[config.mk]
export PLATFORM = sky130hd
export DESIGN_NAME = alu_result_queue_flat
export DESIGN_NICKNAME = d
export VERILOG_FILES = /design/src/rtl/alu_result_queue_if.sv /design/src/rtl/alu_result_queue.sv /design/src/flat_wrapper.sv
export SDC_FILE = /design/constraint.sdc
export NUM_CORES = 1
export LEC_CHECK = 0
export ABC_CLOCK_PERIOD_IN_PS = 3100
export CAP_MARGIN = 20
export CORE_MARGIN = 10
export CORE_UTILIZATION = 56
export CTS_CLUSTER_DIAMETER = 60
export CTS_CLUSTER_SIZE = 16
export DETAILED_ROUTE_END_ITERATION = 12
export GPL_TIMING_DRIVEN = 0
export MAX_ROUTING_LAYER = met4
export PLACE_DENSITY = 0.8
export SETUP_SLACK_MARGIN = 0.02
export SLEW_MARGIN = 30
export SYNTH_ARGS = -nofsm -noshare
export SYNTH_HDL_FRONTEND = slang
export SYNTH_SLANG_ARGS = --single-unit
[constraint.sdc]
create_clock -name clk -period 3.1 [get_ports clk]
set_input_delay 0.62 -clock clk [delete_from_list [all_inputs] [get_ports clk]]
set_output_delay 0.62 -clock clk [all_outputs]
set_load 0.02 [all_outputs]
[src/rtl/alu_result_queue_if.sv]
// Producer/consumer handshake bundle for alu_result_queue.
// The queue connects to the slave modport; the producer and consumer side uses master.
interface alu_result_queue_if;
   logic       in_valid;
   logic       in_ready;
   logic [2:0] in_op;
   logic [3:0] in_res;
   logic       in_carry;
   logic       in_zero;
   logic       in_ovf;
   logic       out_valid;
   logic       out_ready;
   logic [2:0] out_op;
   logic [3:0] out_res;
   logic       out_carry;
   logic       out_zero;
   logic       out_ovf;

   modport slave (
      input  in_valid, in_op, in_res, in_carry, in_zero, in_ovf, out_ready,
      output in_ready, out_valid, out_op, out_res, out_carry, out_zero, out_ovf
   );

   modport master (
      output in_valid, in_op, in_res, in_carry, in_zero, in_ovf, out_ready,
      input  in_ready, out_valid, out_op, out_res, out_carry, out_zero, out_ovf
   );
endinterface

[src/rtl/alu_result_queue.sv]
// In-order ALU result FIFO: 1-cycle push-to-valid, in_ready from registered count only.
// Optional sticky carry/zero/overflow accumulators are built when ALU_RESQ_STICKY_EN is defined.
module alu_result_queue #(
   parameter int DEPTH = 4,
   parameter int CNT_W = 3
) (
   input  logic             clk,
   input  logic             rst,
   alu_result_queue_if.slave q,
   output logic [CNT_W-1:0] count,
   input  logic             flag_clr,
   output logic             sticky_carry,
   output logic             sticky_zero,
   output logic             sticky_ovf
);
   localparam int PTR_W = (DEPTH > 1) ? $clog2(DEPTH) : 1;

   typedef struct packed {
      logic [2:0] op;
      logic       carry;
      logic       zero;
      logic       ovf;
      logic [3:0] res;
   } entry_t;

   entry_t           mem_q [DEPTH];
   logic [PTR_W-1:0] wr_ptr_q, wr_ptr_d;
   logic [PTR_W-1:0] rd_ptr_q, rd_ptr_d;
   logic [PTR_W-1:0] head_ptr;
   logic [CNT_W-1:0] count_q, count_d;
   logic             push, pop, arith;
   entry_t           in_entry, head;

   // Flags are only meaningful for add/sub; everything else is stored with flags cleared.
   assign arith = (q.in_op[2:1] == 2'b00);

   always_comb begin
      in_entry       = '0;
      in_entry.op    = q.in_op;
      in_entry.carry = q.in_carry & arith;
      in_entry.zero  = q.in_zero  & arith;
      in_entry.ovf   = q.in_ovf   & arith;
      in_entry.res   = q.in_res;
   end

   assign q.in_ready  = (count_q != CNT_W'(DEPTH));
   assign q.out_valid = (count_q != '0);
   assign push        = q.in_valid  && q.in_ready;
   assign pop         = q.out_valid && q.out_ready;

   // When empty, rd_ptr-1 is the slot written last, so the outputs keep showing it.
   assign head_ptr    = q.out_valid ? rd_ptr_q : rd_ptr_q - PTR_W'(1);
   assign head        = mem_q[head_ptr];
   assign q.out_op    = head.op;
   assign q.out_res   = head.res;
   assign q.out_carry = head.carry;
   assign q.out_zero  = head.zero;
   assign q.out_ovf   = head.ovf;
   assign count       = count_q;

   always_comb begin
      wr_ptr_d = wr_ptr_q;
      rd_ptr_d = rd_ptr_q;
      count_d  = count_q;
      if (push) wr_ptr_d = wr_ptr_q + PTR_W'(1);
      if (pop)  rd_ptr_d = rd_ptr_q + PTR_W'(1);
      case ({push, pop})
         2'b10:   count_d = count_q + CNT_W'(1);
         2'b01:   count_d = count_q - CNT_W'(1);
         default: count_d = count_q;
      endcase
   end

   always_ff @(posedge clk) begin
      if (rst) begin
         wr_ptr_q <= '0;
         rd_ptr_q <= '0;
         count_q  <= '0;
         for (int i = 0; i < DEPTH; i++) mem_q[i] <= '0;
      end else begin
         wr_ptr_q <= wr_ptr_d;
         rd_ptr_q <= rd_ptr_d;
         count_q  <= count_d;
         if (push) mem_q[wr_ptr_q] <= in_entry;
      end
   end

`ifdef ALU_RESQ_STICKY_EN
   logic [2:0] sticky_q, sticky_d;

   // A push in the same cycle as flag_clr still lands, since the OR follows the clear.
   always_comb begin
      sticky_d = (flag_clr ? 3'b000 : sticky_q) |
                 (push ? {in_entry.carry, in_entry.zero, in_entry.ovf} : 3'b000);
   end

   always_ff @(posedge clk) begin
      if (rst) sticky_q <= '0;
      else     sticky_q <= sticky_d;
   end

   assign sticky_carry = sticky_q[2];
   assign sticky_zero  = sticky_q[1];
   assign sticky_ovf   = sticky_q[0];
`else
   logic unused_flag_clr;
   assign unused_flag_clr = flag_clr;
   assign sticky_carry    = 1'b0;
   assign sticky_zero     = 1'b0;
   assign sticky_ovf      = 1'b0;
`endif
endmodule

[src/flat_wrapper.sv]
// flat-port wrapper written by rule: the top's interface ports become plain ports
module alu_result_queue_flat 
#(
   parameter int DEPTH = 4,
   parameter int CNT_W = 3
)
  (clk, rst, count, flag_clr, sticky_carry, sticky_zero, sticky_ovf, q_in_valid, q_in_op, q_in_res, q_in_carry, q_in_zero, q_in_ovf, q_out_ready, q_in_ready, q_out_valid, q_out_op, q_out_res, q_out_carry, q_out_zero, q_out_ovf);
  alu_result_queue_if q_i ();
  input  logic clk;
  input  logic rst;
  output logic [CNT_W-1:0] count;
  input  logic flag_clr;
  output logic sticky_carry;
  output logic sticky_zero;
  output logic sticky_ovf;
  input wire logic [$bits(q_i.in_valid)-1:0] q_in_valid;
  input wire logic [$bits(q_i.in_op)-1:0] q_in_op;
  input wire logic [$bits(q_i.in_res)-1:0] q_in_res;
  input wire logic [$bits(q_i.in_carry)-1:0] q_in_carry;
  input wire logic [$bits(q_i.in_zero)-1:0] q_in_zero;
  input wire logic [$bits(q_i.in_ovf)-1:0] q_in_ovf;
  input wire logic [$bits(q_i.out_ready)-1:0] q_out_ready;
  output wire logic [$bits(q_i.in_ready)-1:0] q_in_ready;
  output wire logic [$bits(q_i.out_valid)-1:0] q_out_valid;
  output wire logic [$bits(q_i.out_op)-1:0] q_out_op;
  output wire logic [$bits(q_i.out_res)-1:0] q_out_res;
  output wire logic [$bits(q_i.out_carry)-1:0] q_out_carry;
  output wire logic [$bits(q_i.out_zero)-1:0] q_out_zero;
  output wire logic [$bits(q_i.out_ovf)-1:0] q_out_ovf;
  assign q_i.in_valid = q_in_valid;
  assign q_i.in_op = q_in_op;
  assign q_i.in_res = q_in_res;
  assign q_i.in_carry = q_in_carry;
  assign q_i.in_zero = q_in_zero;
  assign q_i.in_ovf = q_in_ovf;
  assign q_i.out_ready = q_out_ready;
  assign q_in_ready = q_i.in_ready;
  assign q_out_valid = q_i.out_valid;
  assign q_out_op = q_i.out_op;
  assign q_out_res = q_i.out_res;
  assign q_out_carry = q_i.out_carry;
  assign q_out_zero = q_i.out_zero;
  assign q_out_ovf = q_i.out_ovf;
  alu_result_queue #(.DEPTH(DEPTH), .CNT_W(CNT_W)) u_core (.clk(clk), .rst(rst), .q(q_i), .count(count), .flag_clr(flag_clr), .sticky_carry(sticky_carry), .sticky_zero(sticky_zero), .sticky_ovf(sticky_ovf));
endmodule
==> results.txt <==
Outcome: finished clean
CTS tree: built
Worst setup margin: 0.126 ns
WP buf/inv: 3
Core Region: 4720 um2
Post-layout min period: 2.97 ns
Async S/R FF share, synth: 0%
Die ar.: 8050 um2
Starting Density: 57.6%
Clk buf depth: 2
Synth top area share: 44.2%
GRT Util Overall: 15.5%
Buffers on Ports: 28
H-tree depth: 2
Initial antenna violation count: 0
Worst-path fanout max: 10
Reg2Reg Setup Slack: 0.52 ns
Synth top cells by count: edfxtp_1, mux2i_1, and2_1
Post-route ant nets: 0
Layout cell share with drive strength beyond 1: 10.1%
Ys Warns: 0
Worst Tran Pin Value: 0.895 ns
Worst Path Required: 2.48 ns
Top cells by area, synth: edfxtp_1, mux2i_1, and2_1
Reg2reg start: u_core.count[2]
Dpl hpwl: 4340 um
Count leader, synth: edfxtp_1
Number of global-route vias before repair: 1942
1st-pass router iterations: 7
Cell chain of the critical path: buf_2 -> or4_1 -> buf_2 -> nand3_1 -> and3_1 -> clkdlybuf4s50_1
Fin. max-slew vios: 0
N_diodes: 0
Post-CTS Hold Buffers: 0
Critical Path End: q_out_ovf
PwrDens: 907 nW/um2
Dominant cell type by area after synthesis: edfxtp_1
# rows: 25
DR iter-0 viols: 80
Clk sinks: 47
CP startpoint kind: flip-flop
Worst-Skew Late Latency: 0.30 ns
EDFF count, synth: 40
Worst path top cell family by delay: buffers and inverters
Mapped cell area: 2720 um2
Unrepaired setup endpoints after global routing: yes
CTS resizes: 0
Fillers: 356
CP arrival: 2.35 ns
Hold WC Path Type: flip-flop to flip-flop
Final Cycle Share: 95.9%
Worst path depth: 6
Setup-failing EPs final: 0
Post-CTS Setup Repair Bufs: 0
Pre-CTS WS: 0.405 ns
Clock root buffer: clkbuf_8
Syn avg cell area: 10.9 um2
Synth Flop Type: edfxtp_1
Register clock-pin slew on the reported worst setup and hold paths: 0.09 ns
Max-cap violations: 0
Reg2Reg Depth: 9
Wire length per cell: 16.5 um
CP startpoint: u_core.count[0]
Clk_skew: 0.0144 ns
Area grow syn2layout: 18.9%
Gpl congestion: 0.799
CP endpoint kind: output pin
Fmax: 0.336 GHz
Total grt overflow: 0
Largest net degree at the start of global routing: 15
Slowest-stage cell, CP: clkdlybuf4s50_1
WS Path Type: flip-flop to output pin
Die width: 89.7 um
DRC: 0
Post-route insts no fill: 355
Final wirelength: 5860 um
FF+latch count, synth: 47
I/O Pins: 33
Nets: 304
Leak pwr: 0.00134 uW
Die H: 89.7 um
First-pass GRT wire length: 9540 um
Placed insts: 347
Synth unique cells: 37
Most common cell on crit path: buf_2
Post-synthesis sequential area ratio: 49.3%
Hold Startpoint: u_core.wr_ptr_q[0]
Cells after Synth: 250
R2R Path End: u_core.count[2]
Hold Violations, Final: 0
PnR Total Power: 2930 uW
Vias per cell: 5.65
Num CTS Buffers: 5
Worst vdd ir: 0.000572 V
Slew Limit Headroom: 40.2%
Largest stage delay on the critical path: 0.60 ns
Vias: 2006
==> worst min-delay path, cell delays in order (launching register included) <==
cell,delay [ns]
dfxtp_1,0.39
o21ai_0,0.10
a21oi_1,0.06
==> flip-flops by register name, indices dropped and copies added (netlist names) <==
register and flops:
u_core.wr_ptr_q 2, u_core.count 3, u_core.rd_ptr_q 2, u_core.mem_q 40
==> per-layer routing <==
metal	vias to the layer above	routed length (um)	track usage [%]
met1	956	2520	19.6
met3	12	429	2.98
met2	70	2840	24.6
met4	0	72	5.06
li1	968	-	-
met5	-	0	-
==> how the worst min path moves through the flow <==
stage / endpoint / slack (ns) / cells past startpoint
6_report: u_core.wr_ptr_q[0] / 0.60 / 2
2_1_floorplan: u_core.wr_ptr_q[0] / 0.52 / 2
5_1_grt: u_core.wr_ptr_q[0] / 0.64 / 2
4_1_cts: u_core.wr_ptr_q[0] / 0.58 / 2
3_3_place_gp: u_core.wr_ptr_q[0] / 0.55 / 2
3_5_place_dp: u_core.wr_ptr_q[0] / 0.57 / 2
==> where the power goes <==
| group | switching, uW | internal, uW | total (uW) | leakage, uW |
|---|---|---|---|---|
| sequential | 45.1 | 766 | 811 | 0.000474 |
| clock | 195 | 236 | 431 | 0.0000556 |
| combinational | 916 | 777 | 1690 | 0.000814 |
| total | 1160 | 1780 | 2930 | 0.00134 |
==> kinds of logic after synthesis <==
family	count (synthesis)	share of synthesized area (%)
AOI/OAI and AO/OA	12	3.17
xor gates and xnor gates	4	1.29
and+or+nand+nor	127	29.2
buffers and inverters	27	4.65
DFF	47	49.3
other	1	0.138
adders and majority gates	2	1.20
muxes	30	11.0
==> per-stage QoR <==
| stage | util (%) | TNS, ns | hold slack, ns | cell area (um2) |
|---|---|---|---|---|
| after global placement | 65.5 | 0 | 0.549 | 3090 |
| after detailed placement | 65.5 | 0 | 0.569 | 3090 |
| final | 68.5 | 0 | 0.595 | 3230 |
| after CTS | 67.7 | 0 | 0.583 | 3200 |
| after floorplan | - | 0 | 0.516 | 2730 |
| after global routing | 68.5 | -0.000499 | 0.645 | 3230 |
==> area by class of cell <==
| class | count | area (um2) | area share [%] |
|---|---|---|---|
| Clock inverter | 3 | 38.8 | 1.20 |
| Timing Repair Buffer | 28 | 290 | 8.97 |
| Inverter | 7 | 26.3 | 0.812 |
| Clock buffer | 5 | 68.8 | 2.13 |
| Tap cell | 67 | 83.8 | 2.59 |
| Buffer | 20 | 106 | 3.29 |
| Multi-Input combinational cell | 178 | 1280 | 39.5 |
| Sequential cell | 47 | 1340 | 41.5 |
==> cells in the final DEF, fill, tap and decap left out, types with 2 or more instances in the layout <==
cell type / n
a21oi_1: 3
and2_1: 28
and3_1: 10
and3b_1: 10
buf_2: 5
buf_4: 5
clkbuf_1: 5
clkbuf_2: 5
clkbuf_8: 5
clkdlybuf4s50_1: 24
conb_1: 3
dfxtp_1: 7
dlymetal6s2s_1: 4
edfxtp_1: 40
inv_1: 6
mux2i_1: 30
nand2_1: 4
nand2b_1: 4
nand3_1: 11
nor2_1: 16
nor3_1: 14
nor3b_1: 20
o21ai_0: 2
or3_1: 2
or4_1: 2
xor2_1: 4
(Power assumes the default switching activity.)
